$ cat src/rtl/pkg_opengpu.sv
// Shared core types for the barrier front end.
// Warp geometry, barrier request bundle and per-warp wait states.
package pkg_opengpu;

   localparam int WARPS_PER_CORE   = 8;
   localparam int WARP_ID_WIDTH    = $clog2(WARPS_PER_CORE);
   localparam int BARRIER_ID_WIDTH = 4;

   typedef enum logic [1:0] {
      BW_IDLE    = 2'd0,
      BW_QUEUED  = 2'd1,
      BW_WAITING = 2'd2
   } barrier_wait_state_e;

   typedef struct packed {
      logic [WARP_ID_WIDTH-1:0]    warp_id;
      logic [BARRIER_ID_WIDTH-1:0] barrier_id;
      logic                        is_block;
      logic                        killed;
   } barrier_req_t;

endpackage

$ cat src/rtl/barrier_req_fifo.sv
// Sync FIFO of barrier requests with occupancy count.
// Entries whose warp is killed get their killed bit set in place.
module barrier_req_fifo
   import pkg_opengpu::*;
#(
   parameter int DEPTH     = 4,
   parameter int NUM_WARPS = WARPS_PER_CORE
) (
   input  logic                   clk,
   input  logic                   rst_n,
   input  logic                   push_i,
   input  barrier_req_t           push_data_i,
   input  logic                   pop_i,
   input  logic [NUM_WARPS-1:0]   kill_i,
   output barrier_req_t           head_o,
   output logic [$clog2(DEPTH):0] count_o,
   output logic                   empty_o
);

   localparam int AW = $clog2(DEPTH);

   barrier_req_t    mem_q [DEPTH];
   logic [AW-1:0]   wptr_q;
   logic [AW-1:0]   rptr_q;
   logic [AW:0]     count_q;

   // Pointers wrap naturally because DEPTH is a power of two.
   always_ff @(posedge clk or negedge rst_n) begin
      if (!rst_n) begin
         wptr_q  <= '0;
         rptr_q  <= '0;
         count_q <= '0;
      end else begin
         if (push_i) wptr_q <= wptr_q + 1'b1;
         if (pop_i)  rptr_q <= rptr_q + 1'b1;
         case ({push_i, pop_i})
            2'b10:   count_q <= count_q + 1'b1;
            2'b01:   count_q <= count_q - 1'b1;
            default: count_q <= count_q;
         endcase
      end
   end

   // Storage: mark killed entries, then write the pushed entry.
   always_ff @(posedge clk) begin
      for (int i = 0; i < DEPTH; i++) begin
         if (kill_i[mem_q[i].warp_id]) mem_q[i].killed <= 1'b1;
      end
      if (push_i) mem_q[wptr_q] <= push_data_i;
   end

   assign head_o  = mem_q[rptr_q];
   assign count_o = count_q;
   assign empty_o = (count_q == '0);

endmodule

$ cat src/rtl/barrier_arrival_unit.sv
// Warp-side barrier front end: serializes SYNC/WSYNC arrivals,
// blocks warps until woken and flags deadlocks by timeout.
module barrier_arrival_unit
   import pkg_opengpu::*;
#(
   parameter int NUM_WARPS      = WARPS_PER_CORE,
   parameter int QUEUE_DEPTH    = 4,
   parameter int TIMEOUT_CYCLES = 65535
) (
   input  logic                        clk,
   input  logic                        rst_n,
   input  logic                        req_valid,
   output logic                        req_ready,
   input  logic [WARP_ID_WIDTH-1:0]    req_warp_id,
   input  logic [BARRIER_ID_WIDTH-1:0] req_barrier_id,
   input  logic                        req_is_block,
   output logic                        barrier_arrive,
   output logic [WARP_ID_WIDTH-1:0]    arrive_warp_id,
   output logic [BARRIER_ID_WIDTH-1:0] barrier_id,
   output logic                        is_block_barrier,
   input  logic [NUM_WARPS-1:0]        warp_wake,
   input  logic [NUM_WARPS-1:0]        warp_kill,
   output logic [NUM_WARPS-1:0]        warp_blocked,
   output logic                        protocol_error,
   output logic                        timeout_error,
   output logic [WARP_ID_WIDTH-1:0]    timeout_warp_id,
   input  logic                        error_clear
);

   localparam int CW = $clog2(QUEUE_DEPTH) + 1;

   barrier_req_t             head;
   barrier_req_t             push_data;
   logic [CW-1:0]            count;
   logic                     empty;
   logic                     req_fire;
   logic                     req_idle;
   logic                     push;
   logic                     pop;
   logic                     head_live;
   logic [NUM_WARPS-1:0]     idle_vec;
   logic [NUM_WARPS-1:0]     hit_vec;
   logic [WARP_ID_WIDTH-1:0] first_hit;
   logic                     perr_q;
   logic                     terr_q;
   logic [WARP_ID_WIDTH-1:0] tid_q;

   assign req_ready = (count < CW'(QUEUE_DEPTH));
   assign req_fire  = req_valid & req_ready;
   assign req_idle  = idle_vec[req_warp_id];
   assign push      = req_fire & req_idle;

   assign push_data = '{
      warp_id:    req_warp_id,
      barrier_id: req_barrier_id,
      is_block:   req_is_block,
      killed:     warp_kill[req_warp_id]
   };

   // The controller has no backpressure: head pops every cycle.
   assign pop       = ~empty;
   assign head_live = pop & ~head.killed & ~warp_kill[head.warp_id];

   barrier_req_fifo #(
      .DEPTH     (QUEUE_DEPTH),
      .NUM_WARPS (NUM_WARPS)
   ) u_fifo (
      .clk         (clk),
      .rst_n       (rst_n),
      .push_i      (push),
      .push_data_i (push_data),
      .pop_i       (pop),
      .kill_i      (warp_kill),
      .head_o      (head),
      .count_o     (count),
      .empty_o     (empty)
   );

   assign barrier_arrive   = head_live;
   assign arrive_warp_id   = pop ? head.warp_id : '0;
   assign barrier_id       = pop ? head.barrier_id : '0;
   assign is_block_barrier = pop & head.is_block;

   for (genvar w = 0; w < NUM_WARPS; w++) begin : g_warp
      barrier_wait_state_e st_q;
      barrier_wait_state_e st_d;
      logic [15:0]         cnt_q;
      logic [15:0]         cnt_d;
      logic                push_me;
      logic                arr_me;

      assign push_me = push & (req_warp_id == WARP_ID_WIDTH'(w));
      assign arr_me  = head_live & (head.warp_id == WARP_ID_WIDTH'(w));

      // Next state: kill, then wake, then enqueue, then arrival.
      always_comb begin
         st_d  = st_q;
         cnt_d = '0;
         if (warp_kill[w]) begin
            st_d = BW_IDLE;
         end else if (st_q != BW_IDLE && warp_wake[w]) begin
            st_d = BW_IDLE;
         end else if (st_q == BW_IDLE && push_me) begin
            st_d = BW_QUEUED;
         end else if (st_q == BW_QUEUED && arr_me) begin
            st_d = BW_WAITING;
         end
         if (!warp_kill[w] && st_q == BW_WAITING) begin
            cnt_d = (cnt_q == 16'hFFFF) ? cnt_q : cnt_q + 16'd1;
         end
      end

      // Per-warp wait state and deadlock timer.
      always_ff @(posedge clk or negedge rst_n) begin
         if (!rst_n) begin
            st_q  <= BW_IDLE;
            cnt_q <= '0;
         end else begin
            st_q  <= st_d;
            cnt_q <= cnt_d;
         end
      end

      assign warp_blocked[w] = (st_q != BW_IDLE);
      assign idle_vec[w]     = (st_q == BW_IDLE);
      assign hit_vec[w]      = (cnt_q == 16'(TIMEOUT_CYCLES));
   end

   // Lowest-numbered warp among those timing out this cycle.
   always_comb begin
      first_hit = '0;
      for (int i = NUM_WARPS - 1; i >= 0; i--) begin
         if (hit_vec[i]) first_hit = WARP_ID_WIDTH'(i);
      end
   end

   // Error reporting: one-cycle protocol pulse, sticky timeout.
   always_ff @(posedge clk or negedge rst_n) begin
      if (!rst_n) begin
         perr_q <= 1'b0;
         terr_q <= 1'b0;
         tid_q  <= '0;
      end else begin
         perr_q <= req_fire & ~req_idle;
         if (error_clear) begin
            terr_q <= 1'b0;
            tid_q  <= '0;
         end else if (!terr_q && |hit_vec) begin
            terr_q <= 1'b1;
            tid_q  <= first_hit;
         end
      end
   end

   assign protocol_error  = perr_q;
   assign timeout_error   = terr_q;
   assign timeout_warp_id = tid_q;

endmodule
$ cat config.mk
export PLATFORM = sky130hd
export DESIGN_NAME = barrier_arrival_unit
export DESIGN_NICKNAME = d
export VERILOG_FILES = /design/src/rtl/pkg_opengpu.sv /design/src/rtl/barrier_req_fifo.sv /design/src/rtl/barrier_arrival_unit.sv
export SDC_FILE = /design/constraint.sdc
export NUM_CORES = 1
export LEC_CHECK = 0
export CAP_MARGIN = 20
export CORE_ASPECT_RATIO = 0.8
export CORE_UTILIZATION = 40
export CTS_CLUSTER_SIZE = 8
export DETAILED_ROUTE_END_ITERATION = 10
export GPL_TIMING_DRIVEN = 0
export PLACE_DENSITY = 0.65
export SKIP_LAST_GASP = 1
export SLEW_MARGIN = 20
export SYNTH_ARGS = -nofsm -noshare
export SYNTH_HDL_FRONTEND = slang
export SYNTH_SLANG_ARGS = --single-unit
$ cat constraint.sdc
create_clock -name clk -period 5.3 [get_ports clk]
set_clock_uncertainty 0.1 [all_clocks]
set_input_delay 0.795 -clock clk [delete_from_list [all_inputs] [get_ports clk]]
set_output_delay 0.795 -clock clk [all_outputs]
set_load 0.005 [all_outputs]
==> results of run 1 <==
==> path summary, 6_finish.rpt <==
path / to
hold / removal: g_warp[0].cnt_q[2]
max in group asynchronous: g_warp[4].cnt_q[6]
setup reg to reg: u_fifo.count_o[1]
setup / recovery: barrier_arrive
min in group clk: g_warp[6].cnt_q[15]
hold reg to reg: g_warp[6].cnt_q[15]
==> power by group through the flow <==
stage                     logic (µW)  registers, µW  clock network [µW]
after floorplan                  442           1640                   0
after global placement           701           1650                   0
after detailed placement         712           1650                   0
after CTS                        714           1620                1290
after global routing             784           1630                1340
final                            706           1620                1250
==> cell type report <==
| class | count | area, µm² |
|---|---|---|
| multi-input cells | 699 | 4558 |
| fillers | 2200 | 12430 |
| well taps | 312 | 390.4 |
| inverters | 30 | 112.6 |
| plain buffers | 26 | 118.9 |
| clock buffers | 17 | 425.4 |
| flip-flops and latches | 192 | 4945 |
| repair buffers | 50 | 523.0 |
| clock inverters | 15 | 147.6 |
==> per-layer routing <==
layer | GRT usage | vias to the layer above
met1 | 0.2631 | 3434
met4 | 0.05717 | 0
li1 | - | 3519
met3 | 0.03323 | 23
met5 | 0 | -
met2 | 0.2598 | 134
==> critical path: cells and delay by family, from the launching register on <==
family                 cells  cell delay (ns)
buffers and inverters      3             1.20
flip-flops                 1             0.34
AO/OA/AOI/OAI              2             0.68
multiplexers               1             0.47
==> logic make-up after synthesis <==
family                   after synthesis  synth area share
AO/OA/AOI/OAI                        101           0.06607
flip-flops                           192            0.5080
XOR/XNOR                              98           0.08817
adder cells (fa/ha/maj)               14           0.01877
multiplexers                          37           0.06607
buffers and inverters                 56           0.02378
AND/OR/NAND/NOR                      449            0.2292
==> per-stage QoR <==
step | instances | utilization | hold slack [ns] | total power (µW) | TNS [ns]
detailed placement | 1309 | 0.4503 | 0.3859 | 2360 | 0
floorplan | 947 | - | 0.3483 | 2078 | 0
global placement | 1308 | 0.4489 | 0.3774 | 2348 | -506.02
finish | 1341 | 0.4745 | 0.2015 | 3576 | 0
global route | 1341 | 0.4745 | 0.2316 | 3753 | 0
CTS | 1341 | 0.4745 | 0.2030 | 3620 | 0
==> Yosys cell counts, types with 4 or more instances <==
| master | count | area [µm²] |
|---|---|---|
| dfrtp_1 | 156 | 3904 |
| nor4_1 | 12 | 75.07 |
| o22ai_1 | 4 | 25.02 |
| a211oi_1 | 11 | 82.58 |
| ha_1 | 13 | 162.7 |
| buf_2 | 5 | 25.02 |
| a31oi_1 | 6 | 37.54 |
| nand2_1 | 76 | 285.3 |
| mux2i_1 | 8 | 80.08 |
| a311oi_1 | 5 | 43.79 |
| and2_1 | 12 | 75.07 |
| inv_1 | 30 | 112.6 |
| a21oi_1 | 32 | 160.2 |
| and3_1 | 19 | 118.9 |
| clkbuf_1 | 18 | 67.56 |
| mux4_2 | 21 | 473.0 |
| nor2_1 | 153 | 574.3 |
| o21ai_0 | 17 | 85.08 |
| nand3_1 | 46 | 230.2 |
| xor2_1 | 48 | 420.4 |
| o21ai_1 | 6 | 30.03 |
| xnor2_1 | 50 | 437.9 |
| or4_1 | 6 | 45.04 |
| nor2b_1 | 13 | 81.33 |
| nor3_1 | 29 | 145.1 |
| or2_1 | 7 | 43.79 |
| or3_1 | 15 | 93.84 |
| and4_1 | 9 | 78.83 |
| edfxtp_1 | 32 | 960.9 |
| dfxtp_1 | 4 | 80.08 |
| mux2_2 | 8 | 90.09 |
| nand4_1 | 31 | 193.9 |
==> sequential cells by signal, summed over array words and instances, names as in the netlist <==
register / flops
g_warp.cnt_q: 128
u_fifo.mem_q: 36
g_warp.st_q: 16
timeout_warp_id: 3
u_fifo.count_o: 3
u_fifo.rptr_q: 2
u_fifo.wptr_q: 2
protocol_error: 1
timeout_error: 1
==> reports/metrics.cfg, run 1 <==
[synthesis]
syn-instance-count = 947
synth.distinct_cells = 62
synth-edff-count = 32
syn-num-nets = 989
yosysWarnings = 0
synth.avg_cell_area_um2 = 10.28
ys_async_sr_fraction = 0.8125
synth_ff_type = dfrtp_1
syn_area_um2 = 9734
synth-seq-area-share = 0.5080
synth_seq_cells = 192

[placement]
place_ws_ns = 1.066
gp_congestion = 0.8110
dpl.hpwl_um = 14610
place_area_um2 = 10650
io_buffers = 49

[timing]
setup_slack_ns = 1.260
hold_viol_final = 0
worst_pin_slew_ns = 0.8858
period_share = 0.7623
min_period_ns = 4.040
maxSlewHeadroom = 0.4040
rsz0062_at_grt = false
slew_viol_final = 0
fmax_ghz = 0.2475
setup_violations = 0

[die]
io_pins = 51
die-height_um = 141.5
start_util = 0.4116
die_w_um = 176.4
coreArea_um2 = 23650
fp-row-count = 50
dieArea_um2 = 24970

[routing]
dr.max_layer_used = met4
dr.first_iter.drc_count = 550
drc = 0
vias = 7110
post_drt_wl_per_cell_um = 15.36
drt-total-wl_um = 20600
dr_wl_met3_um = 860
drt_pass1_iterations = 5
wl_met2_um = 8934
drtAntennaViolNets = 0
wl_met1_um = 10490
vias_per_cell = 5.302

[cts]
cts_buffers = 17
postCtsSetupBuffers = 0
cts-root-buf = clkbuf_16
cts_num_sinks = 192
cts_buffer_depth = 2
clk_pin_slew_ns = 0.08
clock_latency_ns = 0.44
hold_buffers = 0
cts_tree = yes
cts_resized = 0
cts.htree.levels = 4

[power]
p_int_uw = 2549
leakagePower_uw = 0.004254
clkPwrFrac = 0.350
vdd_drop_max_v = 0.0002286
seq_power_share = 0.453
power_density_nw_per_um2 = 318.7
p_sw_frac = 0.2873
p_switching_uw = 1027
p_comb_frac = 0.197

[global_routing]
grt_pass1_wl_um = 34960
grt_antenna_before_repair = 0
grt_pass1_vias = 6863
groute.usage.overall = 0.1772
grt_overflow = 0
grt_max_degree = 92

[status]
status = completed

[setup_path]
critPathMaxStageDelay_ns = 0.54
crit_type = flip-flop to output port
reg2reg_slack_ns = 2.28
slowest_stage = clkdlybuf4s50_1
endpoint_kind = output port
path_cells = buf_6 > clkbuf_1 > mux4_2 > a211o_1 > a21oi_1 > clkdlybuf4s50_1
rr_startpoint = g_warp[5].st_q[1]
crit_fanout = 10
crit_start = u_fifo.rptr_q[0]
r2r_cells = 10
worstPathArrival_ns = 3.15
crit_required_ns = 4.41
crit_path_start_kind = flip-flop

[cells_and_area]
insertedDiodeCount = 0
num-nets-final = 1058
syn_to_final_growth_pct = 15.27
final_common_cell = dfrtp_1
final_cell_mix = dfrtp_1, nor2_1, nand2_1, xnor2_1
layout-drive-gt1-share = 0.07677
final_area_um2 = 11220

[flow_run]
maxCapViolCount = 0

[worst_hold_path]
hp-class = input port to async pin

No activity file was read; power rests on OpenSTA's default activity.
==> run 2: changes to the inputs <==
==> constraint.sdc (replaced) <==
create_clock -name clk -period 3.81 [get_ports clk]
set_clock_uncertainty 0.1 [all_clocks]
set_input_delay 0.5715 -clock clk [delete_from_list [all_inputs] [get_ports clk]]
set_output_delay 0.5715 -clock clk [all_outputs]
set_load 0.005 [all_outputs]
==> run 2 against run 1 <==
  * Routed wire length fell by 0.15%
  * Cell area barely moved
  * Combinational power rose by 39%
  * Non-clock buffer count did not move
  * Core utilization barely moved
  * Count of clock-buffer cells in the layout did not move
  * First-iteration DRC count rose by 1.3%
  * Sequential power rose by 39%
  * Setup slack got worse by 1.1 ns
  * Sequential share of layout area barely moved
  * Die area did not move
==> reports/metrics.cfg, run 2 (synthesis results as in run 1) <==
[cells_and_area]
insertedDiodeCount = 0  ; unchanged
final_cell_mix = dfrtp_1, nor2_1, nand2_1, xnor2_1
final_area_um2 = 11230  ; about the same
final_cells = 1341  ; unchanged
largest_register = g_warp.cnt_q
largest_register_ffs = 128  ; unchanged
num-nets-final = 1058  ; unchanged
fillCellCount = 2201  ; +0.045%
syn_to_final_growth_pct = 15.37  ; about the same
layout-drive-gt1-share = 0.07775  ; +0.0009718
final_common_cell = dfrtp_1
top_regs = g_warp.cnt_q x128, u_fifo.mem_q x36, g_warp.st_q x16

[die]
fp-row-count = 50  ; unchanged
dieArea_um2 = 24970  ; unchanged
start_util = 0.4116  ; unchanged
coreArea_um2 = 23650  ; unchanged
io_pins = 51  ; unchanged
die-height_um = 141.5  ; unchanged
die_w_um = 176.4  ; unchanged

[timing]
slew_viol_final = 0  ; unchanged
maxSlewHeadroom = 0.4037  ; about the same
min_period_ns = 3.673
holdWs_ns = 0.4074  ; +0.2059 ns
hold_viol_final = 0  ; unchanged
fmax_ghz = 0.2722
rsz0062_at_grt = false
worst_pin_slew_ns = 0.8862  ; +0.0004218 ns
period_share = 0.9641
setup_violations = 0  ; unchanged

[setup_path]
critPathMaxStageDelay_ns = 0.53  ; about the same
path_cells = buf_6 > mux4_2 > buf_6 > mux2i_1 > o22ai_1 > a211o_1 > a21oi_2 > clkdlybuf4s50_1
cp_top_family = buffers and inverters
r2r_end = u_fifo.count_o[1]
reg2reg_slack_ns = 0.79  ; -1.49 ns
crit_path_start_kind = flip-flop
worstPathArrival_ns = 3.00  ; -0.15 ns
crit_type = flip-flop to output port
crit_fanout = 14  ; +4
endpoint_kind = output port
cp.depth = 8  ; +2
crit_start = u_fifo.rptr_q[0]
r2r_cells = 10  ; unchanged
crit_required_ns = 3.14  ; -1.27 ns
rr_startpoint = g_warp[5].st_q[1]
worstSetupEndpoint = barrier_arrive
slowest_stage = mux4_2
crit_top_cell = buf_6
crit_buf_inv = 3  ; unchanged

[placement]
place_area_um2 = 10650  ; unchanged
dpl.hpwl_um = 14610  ; unchanged
io_buffers = 49  ; unchanged
gp_congestion = 0.8110  ; unchanged
dp_cells = 1309  ; unchanged

[routing]
drt_pass1_iterations = 5  ; unchanged
vias = 7110  ; unchanged
drc = 0  ; unchanged
drtAntennaViolNets = 0  ; unchanged
post_drt_wl_per_cell_um = 15.34  ; -0.15%
drt-total-wl_um = 20570  ; -0.15%
vias_per_cell = 5.302  ; unchanged
dr.first_iter.drc_count = 557  ; +1.3%

[global_routing]
grt_pass1_wl_um = 34880  ; -0.24%
grt_antenna_before_repair = 0  ; unchanged
grt_overflow = 0  ; unchanged
grt_max_degree = 92  ; unchanged
groute.usage.overall = 0.1767  ; -0.0004708
grt_pass1_vias = 6854  ; -0.13%

[cts]
cts_num_sinks = 192  ; unchanged
clk_pin_slew_ns = 0.08  ; about the same
cts-root-buf = clkbuf_16
cts.htree.levels = 4  ; unchanged
cts_tree = yes
cts_buffers = 17  ; unchanged
clock_latency_ns = 0.44  ; about the same
cts_buffer_depth = 2  ; unchanged
postCtsSetupBuffers = 0  ; unchanged

[status]
status = completed

[flow_run]
maxCapViolCount = 0  ; unchanged

[power]
power_density_nw_per_um2 = 443.4  ; +39%
leakagePower_uw = 0.004256  ; about the same
vdd_drop_max_v = 0.0003204  ; +40%

[worst_hold_path]
hp-class = flip-flop to flip-flop

[run 2: cell count changes in the layout (fill, tap and decap cells not counted)]
cell,delta
a21oi_2,+1
clkbuf_1,-1
a21oi_1,-1
dlygate4sd3_1,+1
[run 2: how the worst min path moves through the flow]
stage,startpoint,end,depth (start not counted),slack [ns]
floorplan,rst_n,g_warp[0].cnt_q[0],0,0.18
global placement,g_warp[7].cnt_q[15],g_warp[7].cnt_q[15],1,0.38
detailed placement,g_warp[7].cnt_q[15],g_warp[7].cnt_q[15],1,0.39
CTS,g_warp[6].cnt_q[15],g_warp[6].cnt_q[15],1,0.41
global route,g_warp[6].cnt_q[15],g_warp[6].cnt_q[15],1,0.43
finish,g_warp[6].cnt_q[15],g_warp[6].cnt_q[15],1,0.41
[run 2: routing by layer]
layer	global-route usage	part of all wire	vias up
met5	0	0	-
met4	0.05717	0.015	0
met2	0.2594	0.43	137
met1	0.2630	0.51	3434
li1	-	-	3516
met3	0.03189	0.042	23
[run 2: power breakdown]
part,internal [µW],leakage (µW),switching [µW]
Combinational,486,0.00149,497
Sequential,2190,0.00249,62.4
Clock,869,0.000278,876
[run 2: metrics by stage]
stage            util  TNS, ns  total power [µW]  setup WS [ns]
3_3_place_gp   0.4489  -704.09              3266         -4.526
5_1_grt        0.4749        0              5218        0.01601
2_1_floorplan       -        0              2890         0.7745
3_5_place_dp   0.4503  -0.5601              3282        -0.2006
4_1_cts        0.4748        0              5032        0.04356
6_report       0.4749        0              4980         0.1367
[run 2: worst reg2reg max path, stage by stage, from the launching register on]
cell and delay (ns):
dfrtp_1 0.43, or2_1 0.31, mux2_2 0.28, mux4_2 0.51, nor2_1 0.18, buf_2 0.23
inv_1 0.06, ha_1 0.22, inv_1 0.07, fa_1 0.40, o21ai_0 0.16
[run 2: area by class of cell]
| cell class | count | area [µm²] | area share |
|---|---|---|---|
| timing repair buffer | 51 | 533.0 | 0.04746 |
| tap | 312 | 390.4 | 0.03476 |
| multi-input combinational | 699 | 4562 | 0.4062 |
| inverter | 30 | 112.6 | 0.01003 |
| sequential | 192 | 4945 | 0.4403 |
| buffer | 25 | 115.1 | 0.01025 |
| clock inverter | 15 | 147.6 | 0.01315 |
| clock buffer | 17 | 425.4 | 0.03788 |
[run 2: what timing repair did]
action                                 4_1_cts  5_1_grt
gates resized for setup                      0        1
endpoints found under the hold margin       65        0
setup endpoints to repair                    1        1
hold buffers                                 1        0
